### src/rtl/screen_pkg.sv
// Shared screen geometry, colours and plot_queue types.
// Imported by the plot_queue slice and its bench.
package screen_pkg;

  localparam int SCREEN_W = 160;
  localparam int SCREEN_H = 120;
  localparam int PIX_W    = 18;

  localparam logic [2:0] BLACK = 3'b000;
  localparam logic [2:0] WHITE = 3'b111;

  typedef enum logic [1:0] {
    PASS  = 2'd0,
    DRAIN = 2'd1,
    CLEAR = 2'd2
  } pq_state_t;

  typedef struct packed {
    logic [7:0] x;
    logic [6:0] y;
    logic [2:0] colour;
  } pixel_t;

endpackage

### src/rtl/plot_queue_if.sv
// Pixel bus between draw controller, plot_queue and VGA adapter.
// master: draw/adapter side; slave: plot_queue.
interface plot_queue_if;

  logic       in_valid;
  logic [7:0] in_x;
  logic [6:0] in_y;
  logic [2:0] in_colour;
  logic       in_ready;
  logic       out_enable;
  logic [7:0] out_x;
  logic [6:0] out_y;
  logic [2:0] out_colour;
  logic       out_plot;

  modport master (
    output in_valid, in_x, in_y, in_colour, out_enable,
    input  in_ready, out_x, out_y, out_colour, out_plot
  );

  modport slave (
    input  in_valid, in_x, in_y, in_colour, out_enable,
    output in_ready, out_x, out_y, out_colour, out_plot
  );

endinterface

### src/rtl/pixel_fifo.sv
// DEPTH x 18 pixel FIFO; head is readable in the same cycle.
// Ports: clock, reset, push, pop, wdata, rdata, count.
module pixel_fifo
  import screen_pkg::*;
#(
  parameter int DEPTH = 16,
  localparam int AW = $clog2(DEPTH)
) (
  input  logic          clock,
  input  logic          reset,
  input  logic          push,
  input  logic          pop,
  input  pixel_t        wdata,
  output pixel_t        rdata,
  output logic [AW:0]   count
);

  pixel_t          mem [DEPTH];
  logic [AW-1:0]   wr_ptr;
  logic [AW-1:0]   rd_ptr;

  always_ff @(posedge clock) begin
    if (push) mem[wr_ptr] <= wdata;
  end

  always_ff @(posedge clock or posedge reset) begin
    if (reset) begin
      wr_ptr <= '0;
      rd_ptr <= '0;
      count  <= '0;
    end else begin
      if (push) wr_ptr <= wr_ptr + 1'b1;
      if (pop)  rd_ptr <= rd_ptr + 1'b1;
      case ({push, pop})
        2'b10:   count <= count + 1'b1;
        2'b01:   count <= count - 1'b1;
        default: count <= count;
      endcase
    end
  end

  assign rdata = mem[rd_ptr];

endmodule

### src/rtl/plot_queue.sv
// Clipping pixel queue with a full-screen clear sweep.
// Ports: clock, reset, pq (slave), clear_req/colour/busy, count, drop_count.
module plot_queue
  import screen_pkg::*;
#(
  parameter int DEPTH = 16,
  parameter int X_MAX = SCREEN_W,
  parameter int Y_MAX = SCREEN_H,
  localparam int CW = $clog2(DEPTH) + 1
) (
  input  logic          clock,
  input  logic          reset,
  plot_queue_if.slave   pq,
  input  logic          clear_req,
  input  logic [2:0]    clear_colour,
  output logic          clear_busy,
  output logic [CW-1:0] count,
  output logic [7:0]    drop_count
);

  localparam logic [CW-1:0] FULL   = CW'(DEPTH);
  localparam logic [7:0]    X_LAST = 8'(X_MAX - 1);
  localparam logic [6:0]    Y_LAST = 7'(Y_MAX - 1);

  pq_state_t  state;
  pq_state_t  state_n;
  pixel_t     wr_pix;
  pixel_t     head;
  logic       accept;
  logic       clip;
  logic       push;
  logic       pop;
  logic       clear_go;
  logic       sweep_last;
  logic [7:0] sx;
  logic [6:0] sy;
  logic [2:0] clr_colour;

  assign pq.in_ready = (state == PASS) && (count != FULL);
  assign accept      = pq.in_valid && pq.in_ready;
  assign clip        = (pq.in_x > X_LAST) || (pq.in_y > Y_LAST);
  assign push        = accept && !clip;
  assign pop         = pq.out_enable && (count != '0) && (state != CLEAR);
  assign clear_go    = (state == PASS) && clear_req;
  assign sweep_last  = (sx == X_LAST) && (sy == Y_LAST);
  assign clear_busy  = (state != PASS);
  assign wr_pix      = {pq.in_x, pq.in_y, pq.in_colour};

  pixel_fifo #(.DEPTH(DEPTH)) u_fifo (
    .clock (clock),
    .reset (reset),
    .push  (push),
    .pop   (pop),
    .wdata (wr_pix),
    .rdata (head),
    .count (count)
  );

  always_comb begin
    state_n = state;
    unique case (state)
      PASS:    if (clear_req) state_n = DRAIN;
      DRAIN:   if (count == '0) state_n = CLEAR;
      CLEAR:   if (pq.out_enable && sweep_last) state_n = PASS;
      default: state_n = PASS;
    endcase
  end

  always_ff @(posedge clock or posedge reset) begin
    if (reset) state <= PASS;
    else       state <= state_n;
  end

  always_ff @(posedge clock or posedge reset) begin
    if (reset) begin
      pq.out_x      <= '0;
      pq.out_y      <= '0;
      pq.out_colour <= '0;
      pq.out_plot   <= 1'b0;
      drop_count    <= '0;
      sx            <= '0;
      sy            <= '0;
      clr_colour    <= '0;
    end else begin
      pq.out_plot <= 1'b0;
      if (clear_go) begin
        clr_colour <= clear_colour;
        sx         <= '0;
        sy         <= '0;
      end
      if (accept && clip && (drop_count != 8'hFF))
        drop_count <= drop_count + 1'b1;
      if (pop) begin
        pq.out_x      <= head.x;
        pq.out_y      <= head.y;
        pq.out_colour <= head.colour;
        pq.out_plot   <= 1'b1;
      end else if ((state == CLEAR) && pq.out_enable) begin
        pq.out_x      <= sx;
        pq.out_y      <= sy;
        pq.out_colour <= clr_colour;
        pq.out_plot   <= 1'b1;
        // raster order: x fastest, wrap back to origin after the last pixel
        if (sx == X_LAST) begin
          sx <= '0;
          sy <= sweep_last ? '0 : sy + 1'b1;
        end else begin
          sx <= sx + 1'b1;
        end
      end
    end
  end

endmodule

### src/flat_wrapper.sv
// flat-port wrapper written by rule: the top's interface ports become plain ports
module plot_queue_flat import screen_pkg::*;
#(
  parameter int DEPTH = 16,
  parameter int X_MAX = SCREEN_W,
  parameter int Y_MAX = SCREEN_H,
  localparam int CW = $clog2(DEPTH) + 1
)
  (clock, reset, clear_req, clear_colour, clear_busy, count, drop_count, pq_in_valid, pq_in_x, pq_in_y, pq_in_colour, pq_out_enable, pq_in_ready, pq_out_x, pq_out_y, pq_out_colour, pq_out_plot);
  plot_queue_if pq_i ();
  input  logic clock;
  input  logic reset;
  input  logic clear_req;
  input  logic [2:0] clear_colour;
  output logic clear_busy;
  output logic [CW-1:0] count;
  output logic [7:0] drop_count;
  input wire logic [$bits(pq_i.in_valid)-1:0] pq_in_valid;
  input wire logic [$bits(pq_i.in_x)-1:0] pq_in_x;
  input wire logic [$bits(pq_i.in_y)-1:0] pq_in_y;
  input wire logic [$bits(pq_i.in_colour)-1:0] pq_in_colour;
  input wire logic [$bits(pq_i.out_enable)-1:0] pq_out_enable;
  output wire logic [$bits(pq_i.in_ready)-1:0] pq_in_ready;
  output wire logic [$bits(pq_i.out_x)-1:0] pq_out_x;
  output wire logic [$bits(pq_i.out_y)-1:0] pq_out_y;
  output wire logic [$bits(pq_i.out_colour)-1:0] pq_out_colour;
  output wire logic [$bits(pq_i.out_plot)-1:0] pq_out_plot;
  assign pq_i.in_valid = pq_in_valid;
  assign pq_i.in_x = pq_in_x;
  assign pq_i.in_y = pq_in_y;
  assign pq_i.in_colour = pq_in_colour;
  assign pq_i.out_enable = pq_out_enable;
  assign pq_in_ready = pq_i.in_ready;
  assign pq_out_x = pq_i.out_x;
  assign pq_out_y = pq_i.out_y;
  assign pq_out_colour = pq_i.out_colour;
  assign pq_out_plot = pq_i.out_plot;
  plot_queue #(.DEPTH(DEPTH), .X_MAX(X_MAX), .Y_MAX(Y_MAX)) u_core (.clock(clock), .reset(reset), .pq(pq_i), .clear_req(clear_req), .clear_colour(clear_colour), .clear_busy(clear_busy), .count(count), .drop_count(drop_count));
endmodule
### config.mk
export PLATFORM = sky130hd
export DESIGN_NAME = plot_queue_flat
export DESIGN_NICKNAME = d
export VERILOG_FILES = /design/src/rtl/screen_pkg.sv /design/src/rtl/plot_queue_if.sv /design/src/rtl/pixel_fifo.sv /design/src/rtl/plot_queue.sv /design/src/flat_wrapper.sv
export SDC_FILE = /design/constraint.sdc
export NUM_CORES = 1
export LEC_CHECK = 0
export ABC_AREA = 1
export BUFFER_PORTS_ARGS = -buffer_cell sky130_fd_sc_hd__buf_4
export CAP_MARGIN = 25
export CORE_MARGIN = 1.5
export CORE_UTILIZATION = 45
export DETAILED_ROUTE_END_ITERATION = 10
export SETUP_SLACK_MARGIN = 0.05
export SLEW_MARGIN = 10
export SYNTH_ARGS = -nofsm -noshare
export SYNTH_HDL_FRONTEND = slang
export SYNTH_SLANG_ARGS = --single-unit
### constraint.sdc
create_clock -name clock -period 7 [get_ports clock]
set_input_delay 0.7 -clock clock [delete_from_list [all_inputs] [get_ports clock]]
set_output_delay 0.7 -clock clock [all_outputs]
set_load 0.01 [all_outputs]
* Yosys cells after proc, flatten, opt, wreduce, memory -nomap -nowiden *
Memory sizes are Yosys's and may differ from the RTL's.
Cells that the tools add are included.

word-level totals
  input bits = 26
  memory bits (writable) = 288
  ROM bits = 0
  memories = 1
  logic and storage cells = 78
  output and inout bits = 34
  bits in latches = 0
  register bits = 60

memory list
  memory             words  width  rd ports  clocked after memory_dff  write ports  RTL line          RTL
  u_core.u_fifo.mem  16     18     1         0                         1            pixel_fifo.sv:18  pixel_t mem [DEPTH];

cells by class
  $mul = 0
  $add $sub $neg = 7
  shifts and indexed selects = 0
  divide/modulo/power cells = 0
  reduce and logical (&&, ||, !) cells = 20
  equal/unequal tests = 12
  bitwise operators = 0
  $lt $le $gt $ge = 2
  multiplexer cells = 24

operator list
  cell                 number
  $mux 7               7
  $mux 8               6
  $add 8x1->8 const B  2
  $logic_and 1x1->1    11
  $pmux 5 s2           1
  $add 4x1->4 const B  2
  $eq 8x8->1 const B   1
  $gt 8x8->1 const B   1
  $ne 8x8->1 const B   1
  $add 7x1->7 const B  1
  $eq 7x7->1 const B   1
  $gt 7x7->1 const B   1
  $mux 2               3
  $mux 3               2
  $pmux 2 s3           1
  $reduce_bool 2->1    3
  $add 5x1->5 const B  1
  $logic_not 5->1      1
  $ne 5x5->1 const B   1
  $reduce_bool 5->1    1
  $sub 5x1->5 const B  1
  $eq 2x1->1 const B   2
  $eq 2x2->1 const B   2
  $mux 1               4
  6 further kinds      8

* Depth between registers and ports, before layout *
Gate-level depths: netlist of run 1.

  depth in word-level cells = 6
  depth in mapped cells = 15
  depth with buffers taken out = 15

* By module *
Synthesis of run 1 repeated with hierarchy kept, for this count alone.

second synthesis, totals
  cell total of the unflattened synthesis = 1358
  area total of the unflattened synthesis = 14993.1 um2

modules (own cells, without submodules)
  module      area each (um2)  sequential area each (um2)  times used  cells each
  pixel_fifo  12463.2          8973.6                      1           1017
  plot_queue  2529.9           1176.1                      1           341

* Worst setup path after synthesis of run 1 *
No wires, ideal clock.

  kind = input -> register
  start point = input pq_in_x[6]
  end point = memory u_core.u_fifo.mem[11][0] (netlist name), enable pin
  cell stages on the path = 5
  required time = 6.607 ns
  buffers on the path = 0
  setup slack = 4.513 ns
  arrival time = 2.095 ns
  library setup time = 0.393 ns
  cell sequence = o21ai_0 -> nand2_1 -> nor2_4 -> nand2_1 -> nor2_1

between the ends
  word-level cells in the longest chain between the ends = 6

RTL lines
  element                       RTL line            RTL
  from (decl)                   flat_wrapper.sv:19  input wire logic [$bits(pq_i.in_x)-1:0] pq_in_x;
  $gt 8x8->1                    plot_queue.sv:41    assign clip = (pq.in_x > X_LAST) || (pq.in_y > Y_LAST);
  $logic_or 1x1->1              plot_queue.sv:41
  $logic_not 1->1               plot_queue.sv:42    assign push = accept && !clip;
  $logic_and 1x1->1             plot_queue.sv:42
  $mux 1                        pixel_fifo.sv:23    if (push) mem[wr_ptr] <= wdata;
  $mux 1 (implied by the code)  pixel_fifo.sv:23
  to (decl)                     pixel_fifo.sv:18

Every way passes these cells.

* Final worst setup path of run 1 *
  start point = register u_core.u_fifo.rd_ptr[0]
  end point = register u_core.pq.out_x[5]

between the ends
  word-level cells in the longest chain between the ends = 2

RTL lines
  element                 RTL line             RTL
  from (decl)             pixel_fifo.sv:20     logic [AW-1:0] rd_ptr;
  from (signal assigned)  pixel_fifo.sv:33     if (pop) rd_ptr <= rd_ptr + 1'b1;
  $mem_v2 16x18           -
  $mux 8                  plot_queue.sv:93     if (pop) begin
  to (signal assigned)    plot_queue.sv:94     pq.out_x <= head.x;
  to (decl)               plot_queue_if.sv:23  output in_ready, out_x, out_y, out_colour, out_plot

Every way passes these cells.
A chain may end at the register's enable or synchronous reset.

==> results by group, run 1 <==
Status
  • Status: finished, final reports clean

Floorplanning
  • Starting density of the core: roughly 46%
  • Top Ports: 60
  • Die span in x: ~190 microns
  • Die Footprint: approximately 34000 sq um
  • Die H: between 150 and 200 microns
  • Row Count: 66
  • Core footprint: ~33000 sq um

Global routing
  • GR Overflow Total: 0
  • Antenna violations before repair: 0
  • First-pass GRT wire length: 59500 microns
  • Pin count of the biggest net entering global routing: 70
  • Overall global routing resource usage: about a quarter
  • Number of global-route vias before repair: 9910

Finish
  • Final net count: between 1500 and 2000
  • Final Cell Area: ~17000 sq um
  • Layout cells sized above 1: 11.1%
  • Fill cell total of the finished layout: approximately 2900
  • Number of diodes: 0
  • Area grow syn2layout: 15.0%
  • Final Non-Filler Cells: 1955

Critical path
  • Worst Path Max Fanout: 58
  • Critical path arrival: 3.43 ns
  • Worst Path Buf+Inv: 3
  • Req. time, crit path: between 7 and 8 ns
  • Depth of the worst register-to-register path: 10
  • Critical path class: reg -> reg
  • CP max stage delay: about 0.77 ns
  • Crit path depth: 10
  • Startpoint types: flip-flop
  • CP Cell Sequence: clkinv_2, buf_4, nand2_1, nand3_1, nand2_1, inv_1, nand3_1, nand2_1, nand2_1, nand2_1
  • Cell mode on critical path: nand2_1
  • CP Capture Type: flip-flop
  • Cell family with most CP delay: buffers and inverters
  • Critical path's slowest cell: dfrtp_4

Logic synthesis
  • Count leader, synth: nand2_1
  • Yosys cell types: 32
  • Yosys reg bits: ~350
  • Synth top area share: a little under 60%
  • Syn Std Cell Area: around 15000 sq um
  • Most used DFF post-synth: edfxtp_1
  • Synth Net Count: 1463
  • Post-synth top area cell: edfxtp_1
  • Top cells by count, synth: nand2_1 (445), edfxtp_1 (288), nand3_1 (154)
  • Post-synth EDFFs: 288
  • Synth Instances: 1425
  • Largest cells by area after synthesis: edfxtp_1 (58%), nand2_1 (11%), dfrtp_1 (10%)
  • Asr flop ratio synth: about 17%
  • Syn Area/Cell: 10.5 sq um
  • Warnings from Yosys: 0
  • Sequential cell area fraction in the yosys report: around two thirds

Placed design
  • Placed cell count: 1887
  • GP Congestion: between 0.8 and 0.9
  • IO Port Bufs: 59
  • DP Area: 16000 sq um
  • DP Wirelength: ~24000 microns

STA
  • Slew @ Worst Pin: 1.01 ns
  • Finish-stage setup viols: 0
  • Fmax: between 300 and 400 MHz
  • Setup_tns: 0 ns
  • Count of final hold-check violations: 0
  • RSZ-0062 raised after global routing: no
  • Final min period: 3.02 ns
  • Slew HR: about a third
  • Max Slew Vio Count: 0
  • Fin crit share: between 40% and 50%
  • Skew final: approximately 0.018 ns

Clock tree
  • Clock latency on the worst-skew pair: 0.53 ns
  • Clock sinks: 348
  • PostCTS Resize Cnt: 0
  • Hold_buf cts: 0
  • Clock-pin slew on the worst setup and hold paths: 0.06 ns
  • CTS tree: done
  • H-tree levels: 2
  • Root Buffer: clkbuf_16
  • Setup bufs post-CTS: 0
  • Worst-case clock buffer depth: 3
  • CTS buffer count: 38

Route
  • WL/cell: 19.9 microns
  • Initial drt markers: between 1000 and 1500
  • WL final: roughly 39000 microns
  • Residual DRC count: 0
  • 1st-pass router iterations: 5
  • Vias/cell: roughly 5.2
  • Vias: ~10000
  • Post-DRT Antenna Nets: 0

Pwr
  • Pwr dens: ~400 nW/um^2
  • Leakage: 0.00699 uW
  • Worst VDD drop: about 0.00018 V

Run
  • Max Cap Viol: 0

Min path
  • Hold path cells: 3
  • HP Class: in -> reg
where the power goes:
| part | internal, uW | total (uW) | switching, uW |
|---|---|---|---|
| sequential | 2440 | 2650 | 211 |
| combinational | 704 | 2230 | 1520 |
| clock | 1240 | 2030 | 799 |
| total | 4380 | 6910 | 2530 |
cell families (layout without fill, tap and decap cells):
| logic type | count (synthesis) | count (layout) | synth area share [%] |
|---|---|---|---|
| fa+ha+maj | 12 | 12 | 1.00 |
| buf+inv | 214 | 302 | 5.86 |
| flops | 348 | 348 | 67.8 |
| mux | 1 | 1 | 0.0669 |
| xor+xnor | 21 | 21 | 1.23 |
| compound gates | 119 | 119 | 4.42 |
| simple gates | 710 | 710 | 19.6 |
worst reg2reg max path, cell delays in order (launching register included):
cell	delay, ns
dfrtp_4	0.77
clkinv_2	0.67
buf_4	0.60
nand2_1	0.16
nand3_1	0.10
nand2_1	0.11
inv_1	0.04
nand3_1	0.08
nand2_1	0.16
nand2_1	0.14
nand2_1	0.06
metal layers:
layer | global-route usage [%] | wire [microns] | up-vias
met2 | 36.5 | 17800 | 367
met5 | 0 | 0 | -
li1 | - | - | 4859
met3 | 3.24 | 2540 | 70
met4 | 7.54 | 1070 | 0
met1 | 33.6 | 17600 | 4960
per-stage QoR:
| stage | setup WS [ns] | power [uW] | hold WS, ns | util, % |
|---|---|---|---|---|
| floorplan | 4.51 | 4100 | 0.442 | - |
| global placement | 3.57 | 4880 | 0.463 | 48.5 |
| detailed placement | 3.76 | 4920 | 0.467 | 48.9 |
| CTS | 3.98 | 6950 | 0.383 | 52.8 |
| global route | 3.72 | 7320 | 0.392 | 52.8 |
| finish | 3.98 | 6910 | 0.393 | 52.8 |
path summary, 6_finish.rpt:
| check | slack [ns] | from | to |
|---|---|---|---|
| min reg2reg | 0.48 | u_core.pq.out_y[4]$_DFFE_PP0P_ | u_core.pq.out_y[4]$_DFFE_PP0P_ |
| max | 3.98 | u_core.u_fifo.rd_ptr[0]$_DFFE_PP0P_ | u_core.pq.out_x[5]$_DFFE_PP0P_ |
| min in group asynchronous | 0.43 | reset | u_core.drop_count[7]$_DFFE_PP0P_ |
| max reg2reg | 3.98 | u_core.u_fifo.rd_ptr[0]$_DFFE_PP0P_ | u_core.pq.out_x[5]$_DFFE_PP0P_ |
| max in group asynchronous | 5.92 | reset | u_core.u_fifo.rd_ptr[0]$_DFFE_PP0P_ |
| min | 0.39 | clear_colour[2] | u_core.clr_colour[2]$_DFFE_PP0P_ |
layout make-up:
type	count	area, sq um	area share, %
flip-flops and latches	348	10200	59.0
multi-input cells	863	4000	23.2
clock buffers	50	1050	6.08
repair buffers	82	684	3.97
inverters	152	572	3.32
well taps	442	553	3.21
clock inverters	18	213	1.24
layout by cell type (no fill, tap or decap), types with 7 or more instances in the layout:
cell,instances
o21ai_0,59
a21oi_1,24
edfxtp_1,288
nor2_2,16
buf_4,73
buf_8,7
nand3_1,154
clkbuf_1,8
nand2_1,445
inv_1,145
nor2_1,75
o211ai_1,20
clkinv_1,9
xor2_1,20
dfrtp_1,58
clkbuf_16,39
nand4_1,7
ha_1,12
o22ai_1,7
flip-flops by register name, indices dropped and copies added (netlist names):
name and flops:
u_core.sx 8, u_core.u_fifo.mem 288, u_core.state 2, u_core.clr_colour 3, u_core.u_fifo.rd_ptr 4, u_core.pq.out_y 7, u_core.sy 7, u_core.pq.out_colour 3
u_core.u_fifo.wr_ptr 4, u_core.pq.out_x 8, u_core.u_fifo.count 5, u_core.pq.out_plot 1, u_core.drop_count 8
Power figures use the tool's default switching activity.
==> inputs of run 2 (changes only) <==
Clock period 7 ns to 2.7 ns, I/O delays scaled along.
==> results by group, run 2 (same netlist as run 1, synthesis figures left out) <==
Route
  • Post-DRT Antenna Nets: 0
  • WL final: between 30000 and 40000 microns
  • Residual DRC count: 0
  • Vias: about 10000
  • WL/cell: 18.5 microns
  • Vias/cell: just over 5
  • 1st-pass router iterations: 5
  • Initial drt markers: 844

Finish
  • Number of diodes: 0
  • Layout cells sized above 1: 12.7%
  • Multi-input logic area: around 4000 sq um
  • Final net count: roughly 1600
  • Area grow syn2layout: 16.7%
  • Final Non-Filler Cells: ~2000
  • Register with the most flip-flops: u_core.u_fifo.mem
  • Fill cell total of the finished layout: approximately 2800
  • FF+latch area: between 10000 and 15000 sq um
  • Leading cell types in the layout, fill and taps excluded: nand2_1 (445), edfxtp_1 (288), nand3_1 (154)
  • Most common cell after layout, fill and taps aside: nand2_1
  • Max reg flops: 288

Clock tree
  • CTS buffer count: 39
  • Root Buffer: clkbuf_16
  • Clock latency on the worst-skew pair: about 0.53 ns
  • Clock sinks: roughly 350
  • CTS tree: done
  • H-tree levels: 2
  • Worst-case clock buffer depth: 3
  • Clock-pin slew on the worst setup and hold paths: approximately 0.06 ns

Critical path
  • Worst Path Max Fanout: 12
  • Critical path class: reg -> reg
  • Cell mode on critical path: nand2_1
  • Startpoint types: flip-flop
  • CP Capture Type: flip-flop
  • Critical path's slowest cell: dfrtp_1
  • Req. time, crit path: 3.15 ns
  • CP Cell Sequence: nor2_1, nand4_1, nand3_4, inv_2, ha_1, xor2_1, ha_1, inv_1, nand2_1, nand3_1, nand2_1, xor2_1, nand2_1, nand2_1
  • Critical path arrival: 2.83 ns
  • CP max stage delay: 0.44 ns

STA
  • Fmax: about 420 MHz
  • Slew @ Worst Pin: approximately 0.6 ns
  • Final min period: roughly 2.4 ns
  • Skew final: around 0.021 ns
  • Finish-stage setup viols: 0
  • Slew HR: 59.8%
  • Count of final hold-check violations: 0
  • Setup_tns: 0 ns
  • Fin crit share: between 80 and 90%
  • Max Slew Vio Count: 0
  • RSZ-0062 raised after global routing: no
  • Post-route setup slack: between 0.3 and 0.4 ns
  • Hold slack final: roughly 0.054 ns

Pwr
  • Psw: 6520 uW
  • Clock share of power: between 20 and 30%
  • Internal: roughly 11000 uW
  • Worst VDD drop: approximately 0.00053 V
  • Logic pwr share: around a third
  • Sequential share of power: 37.4%
  • Final Power: between 15000 and 20000 uW
  • Leakage: about 0.0072 uW
  • Pwr dens: a little over 1000 nW/um^2
  • Net Sw Frac: 36.4%

Global routing
  • Antenna violations before repair: 0
  • First-pass GRT wire length: between 50000 and 60000 microns
  • GR Overflow Total: 0
  • Number of global-route vias before repair: around 10000
  • Pin count of the biggest net entering global routing: 90
  • Overall global routing resource usage: ~22%

Floorplanning
  • Row Count: 66
  • Die H: around 190 microns
  • Die span in x: roughly 190 microns
  • Core footprint: 32600 sq um
  • Die Footprint: between 30000 and 40000 sq um
  • Starting density of the core: roughly 46%
  • Top Ports: 60

Status
  • Status: finished, final reports clean

Min path
  • HP Class: in -> reg

Placed design
  • IO Port Bufs: 59
  • Placement Setup Slack: ~0.31 ns
  • DP Wirelength: around 22000 microns
  • GP Congestion: around 0.87
  • Placed cell count: 1912

Run
  • Max Cap Viol: 0
==> run 2: cell types whose count changed in the layout (fill, tap and decap cells not counted), sizes merged <==
cell,before,now
bufinv,5,3
clkinvlp,1,3
dlygate4sd3,0,4
clkinv,14,18
buf,82,107
==> run 2: per-layer routing <==
metal,wire length (microns),up-vias,track usage (%)
li1,-,4935,-
met1,16300,4920,30.9
met2,17300,324,36.1
met3,2450,55,3.36
met4,718,0,5.89
met5,0,-,0
==> run 2: critical path, delay by kind of cell (launching register included) <==
kind | cells | cell delay, ns
simple gates | 8 | 0.95
fa+ha+maj | 2 | 0.45
flops | 1 | 0.44
xor+xnor | 2 | 0.38
buf+inv | 2 | 0.11
==> run 2: area by class of cell <==
cell class / instances / area share (%)
Clock buffer: 50 / 6.06
Clock inverter: 22 / 1.16
Inverter: 152 / 3.27
Multi-Input combinational cell: 863 / 22.8
Sequential cell: 348 / 58.1
Tap cell: 442 / 3.16
Timing Repair Buffer: 111 / 5.40
==> run 2: stage by stage <==
| step | instance area (sq um) | utilization, % |
|---|---|---|
| 4_1_cts | 17500 | 53.6 |
| 5_1_grt | 17500 | 53.6 |
| 3_5_place_dp | 16200 | 49.6 |
| 3_3_place_gp | 16200 | 49.6 |
| 6_report | 17500 | 53.6 |
| 2_1_floorplan | 15000 | - |
==> run 2: timing repair <==
item / CTS / global route
endpoints found under the hold margin: 27 / 0
buffers inserted: 0 / 0
resized for setup: 0 / 1
endpoints found under the setup margin: 0 / 1
hold buffers: 4 / 0
==> run 2: path summary, 6_finish.rpt <==
| check | startpoint | to | slack [ns] | cells after the start |
|---|---|---|---|---|
| worst min-delay path | pq_in_x[3] | u_core.u_fifo.mem[15][13]$_DFFE_PP_ | 0.05 | 1 |
| worst min register to register | u_core.clr_colour[2]$_DFFE_PP0P_ | u_core.clr_colour[2]$_DFFE_PP0P_ | 0.48 | 2 |
| worst max-delay path | u_core.u_fifo.count[1]$_DFFE_PP0P_ | u_core.u_fifo.count[4]$_DFFE_PP0P_ | 0.32 | 14 |
| min in group asynchronous | reset | u_core.drop_count[7]$_DFFE_PP0P_ | 0.38 | 3 |
| max in group asynchronous | reset | u_core.u_fifo.rd_ptr[0]$_DFFE_PP0P_ | 1.70 | 4 |
| worst max register to register | u_core.u_fifo.count[1]$_DFFE_PP0P_ | u_core.u_fifo.count[4]$_DFFE_PP0P_ | 0.32 | 14 |
==> run 2: power groups by stage <==
stage | Combinational [uW] | Sequential, uW | Clock (uW)
global placement | 6030 | 6780 | 0
detailed placement | 6060 | 6800 | 0
CTS | 6090 | 6690 | 5220
global route | 6820 | 6760 | 5440
finish | 6080 | 6700 | 5140
floorplan | 3840 | 6790 | 0
==> inputs of run 3 (changes only) <==
Settings changed: MAX_ROUTING_LAYER from default to met4.
==> results by group, run 3 (same netlist as run 1, synthesis figures left out) <==
Status
  • Status: complete, but fails checks
  • Failing checks: negative hold slack

Critical path
  • Cell family with most CP delay: simple AND/OR/NAND/NOR gates
  • CP max stage delay: about 0.42 ns
  • Critical path arrival: a little under 3 ns
  • CP Cell Sequence: nor2_1, nand4_1, nand3_2, inv_2, ha_1, xor2_1, ha_1, inv_1, nand2_1, nand3_1, nand2_1, xor2_1, nand2_1, nand2_1
  • R2R setup slack: 0.27 ns
  • Reg2reg start: u_core.u_fifo.count[1]$_DFFE_PP0P_
  • Reg-to-Reg End: u_core.u_fifo.count[4]$_DFFE_PP0P_
  • Depth of the worst register-to-register path: 14
  • CP Capture Type: flip-flop
  • Critical path class: reg -> reg
  • Cell mode on critical path: nand2_1
  • Worst Path Max Fanout: 12
  • Crit path launch: u_core.u_fifo.count[1]$_DFFE_PP0P_
  • Req. time, crit path: ~3.2 ns
  • Critical path's slowest cell: dfrtp_1
  • Worst Path Buf+Inv: 2
  • Startpoint types: flip-flop

Floorplanning
  • Top Ports: 60
  • Row Count: 66
  • Core footprint: approximately 33000 sq um
  • Die H: approximately 190 microns
  • Die Footprint: 34400 sq um
  • Starting density of the core: a little under half
  • Die span in x: around 190 microns

STA
  • Slew @ Worst Pin: around 0.79 ns
  • Slew HR: between 40% and 50%
  • Setup_tns: 0 ns
  • Skew final: roughly 0.022 ns
  • RSZ-0062 raised after global routing: no
  • Count of final hold-check violations: 23
  • Max Slew Vio Count: 0
  • Final min period: between 2 and 2.5 ns
  • Fin crit share: about nine tenths
  • Fmax: 412 MHz
  • Hold slack final: -0.0163 ns
  • Finish-stage setup viols: 0

Placed design
  • DP Area: approximately 16000 sq um
  • Placed cell count: 1916
  • IO Port Bufs: between 50 and 60
  • GP Congestion: ~0.87
  • DP Wirelength: roughly 23000 microns

Pwr
  • Leakage: about 0.0071 uW
  • Final Power: around 18000 uW
  • Pwr dens: about 1000 nW/um^2
  • Worst VDD drop: about 0.00054 V

Finish
  • Final net count: approximately 1600
  • Fill cell total of the finished layout: approximately 2900
  • Final Non-Filler Cells: 1989
  • Number of diodes: 0
  • Layout cells sized above 1: around 12%
  • Most common cell after layout, fill and taps aside: nand2_1
  • Max reg flops: 288
  • Final Cell Area: roughly 17000 sq um
  • Area grow syn2layout: 16.1%
  • Register with the most flip-flops: u_core.u_fifo.mem
  • Leading cell types in the layout, fill and taps excluded: nand2_1 (445), edfxtp_1 (288), nand3_1 (154)

Global routing
  • Number of global-route vias before repair: roughly 10000
  • Pin count of the biggest net entering global routing: between 100 and 150
  • Overall global routing resource usage: between 20% and 30%
  • First-pass GRT wire length: ~57000 microns
  • GR Overflow Total: 0
  • Antenna violations before repair: 0

Clock tree
  • Clock latency on the worst-skew pair: 0.53 ns
  • H-tree levels: 2
  • Root Buffer: clkbuf_16
  • Clock-pin slew on the worst setup and hold paths: about 0.050 ns
  • Worst-case clock buffer depth: 3
  • CTS buffer count: 39
  • Setup bufs post-CTS: 0
  • Clock sinks: ~350
  • CTS tree: done

Run
  • Max Cap Viol: 0

Route
  • 1st-pass router iterations: 5
  • Initial drt markers: just under 800
  • WL/cell: about 19 microns
  • Vias: just over 10000
  • Residual DRC count: 0
  • Vias/cell: between 5 and 6
  • WL final: 37000 microns
  • Post-DRT Antenna Nets: 0

Min path
  • HP Class: in -> async
-- run 3: changes by cell type in the layout (fill, tap and decap cells not counted), sizes merged --
cell / previous run / this run
bufinv: 3 / 1
buf: 107 / 111
dlygate4sd3: 4 / 3
clkbuf: 50 / 52
clkinvlp: 3 / 1
-- run 3: metal layers --
metal / track usage, % / vias to the layer above / share of wire (%)
met5: - / - / 0
met4: 7.41 / 0 / 2.8
met3: 3.48 / 62 / 6.2
met2: 34.5 / 327 / 46
met1: 32.0 / 4915 / 45
li1: - / 4938 / -
-- run 3: where the power goes --
part / leakage [uW] / internal [uW] / total [uW] / switching (uW)
clock network: 0.000564 / 2820 / 4870 / 2050
registers: 0.00334 / 6330 / 6710 / 388
logic: 0.00321 / 1980 / 6000 / 4010
-- run 3: how the worst max path moves through the flow --
stage,depth (start not counted),endpoint,slack [ns]
floorplan,6,u_core.u_fifo.mem[11][0]$_DFFE_PP_,0.45
global placement,14,u_core.u_fifo.count[4]$_DFFE_PP0P_,0.35
detailed placement,14,u_core.u_fifo.count[4]$_DFFE_PP0P_,0.33
CTS,14,u_core.u_fifo.count[4]$_DFFE_PP0P_,0.30
global route,14,u_core.u_fifo.count[4]$_DFFE_PP0P_,0.13
finish,14,u_core.u_fifo.count[4]$_DFFE_PP0P_,0.27
-- run 3: layout make-up --
cell class | count | area [sq um] | share of cell area [%]
clock inverters | 18 | 124 | 0.712
clock buffers | 52 | 1050 | 6.02
repair buffers | 114 | 951 | 5.47
flip-flops and latches | 348 | 10200 | 58.4
multi-input cells | 863 | 3990 | 22.9
inverters | 152 | 572 | 3.29
well taps | 442 | 553 | 3.18
-- run 3: per-stage QoR --
| stage | setup WS (ns) | utilization, % |
|---|---|---|
| floorplan | 0.445 | - |
| global placement | 0.350 | 49.6 |
| detailed placement | 0.331 | 49.6 |
| CTS | 0.295 | 53.3 |
| global route | 0.127 | 53.3 |
| finish | 0.271 | 53.3 |
-- run 3: worst register-to-register path: cells and delay by family, from the launching register on --
family / cells / cell delay (ns)
xor gates and xnor gates: 2 / 0.41
adders and majority gates: 2 / 0.47
buffers and inverters: 2 / 0.11
DFF: 1 / 0.42
and+or+nand+nor: 8 / 0.96
-- run 3: timing repair --
item | in CTS | in global routing
resized for setup | 0 | 0
hold endpoints to repair | 3 | 0
hold buffers | 3 | 0
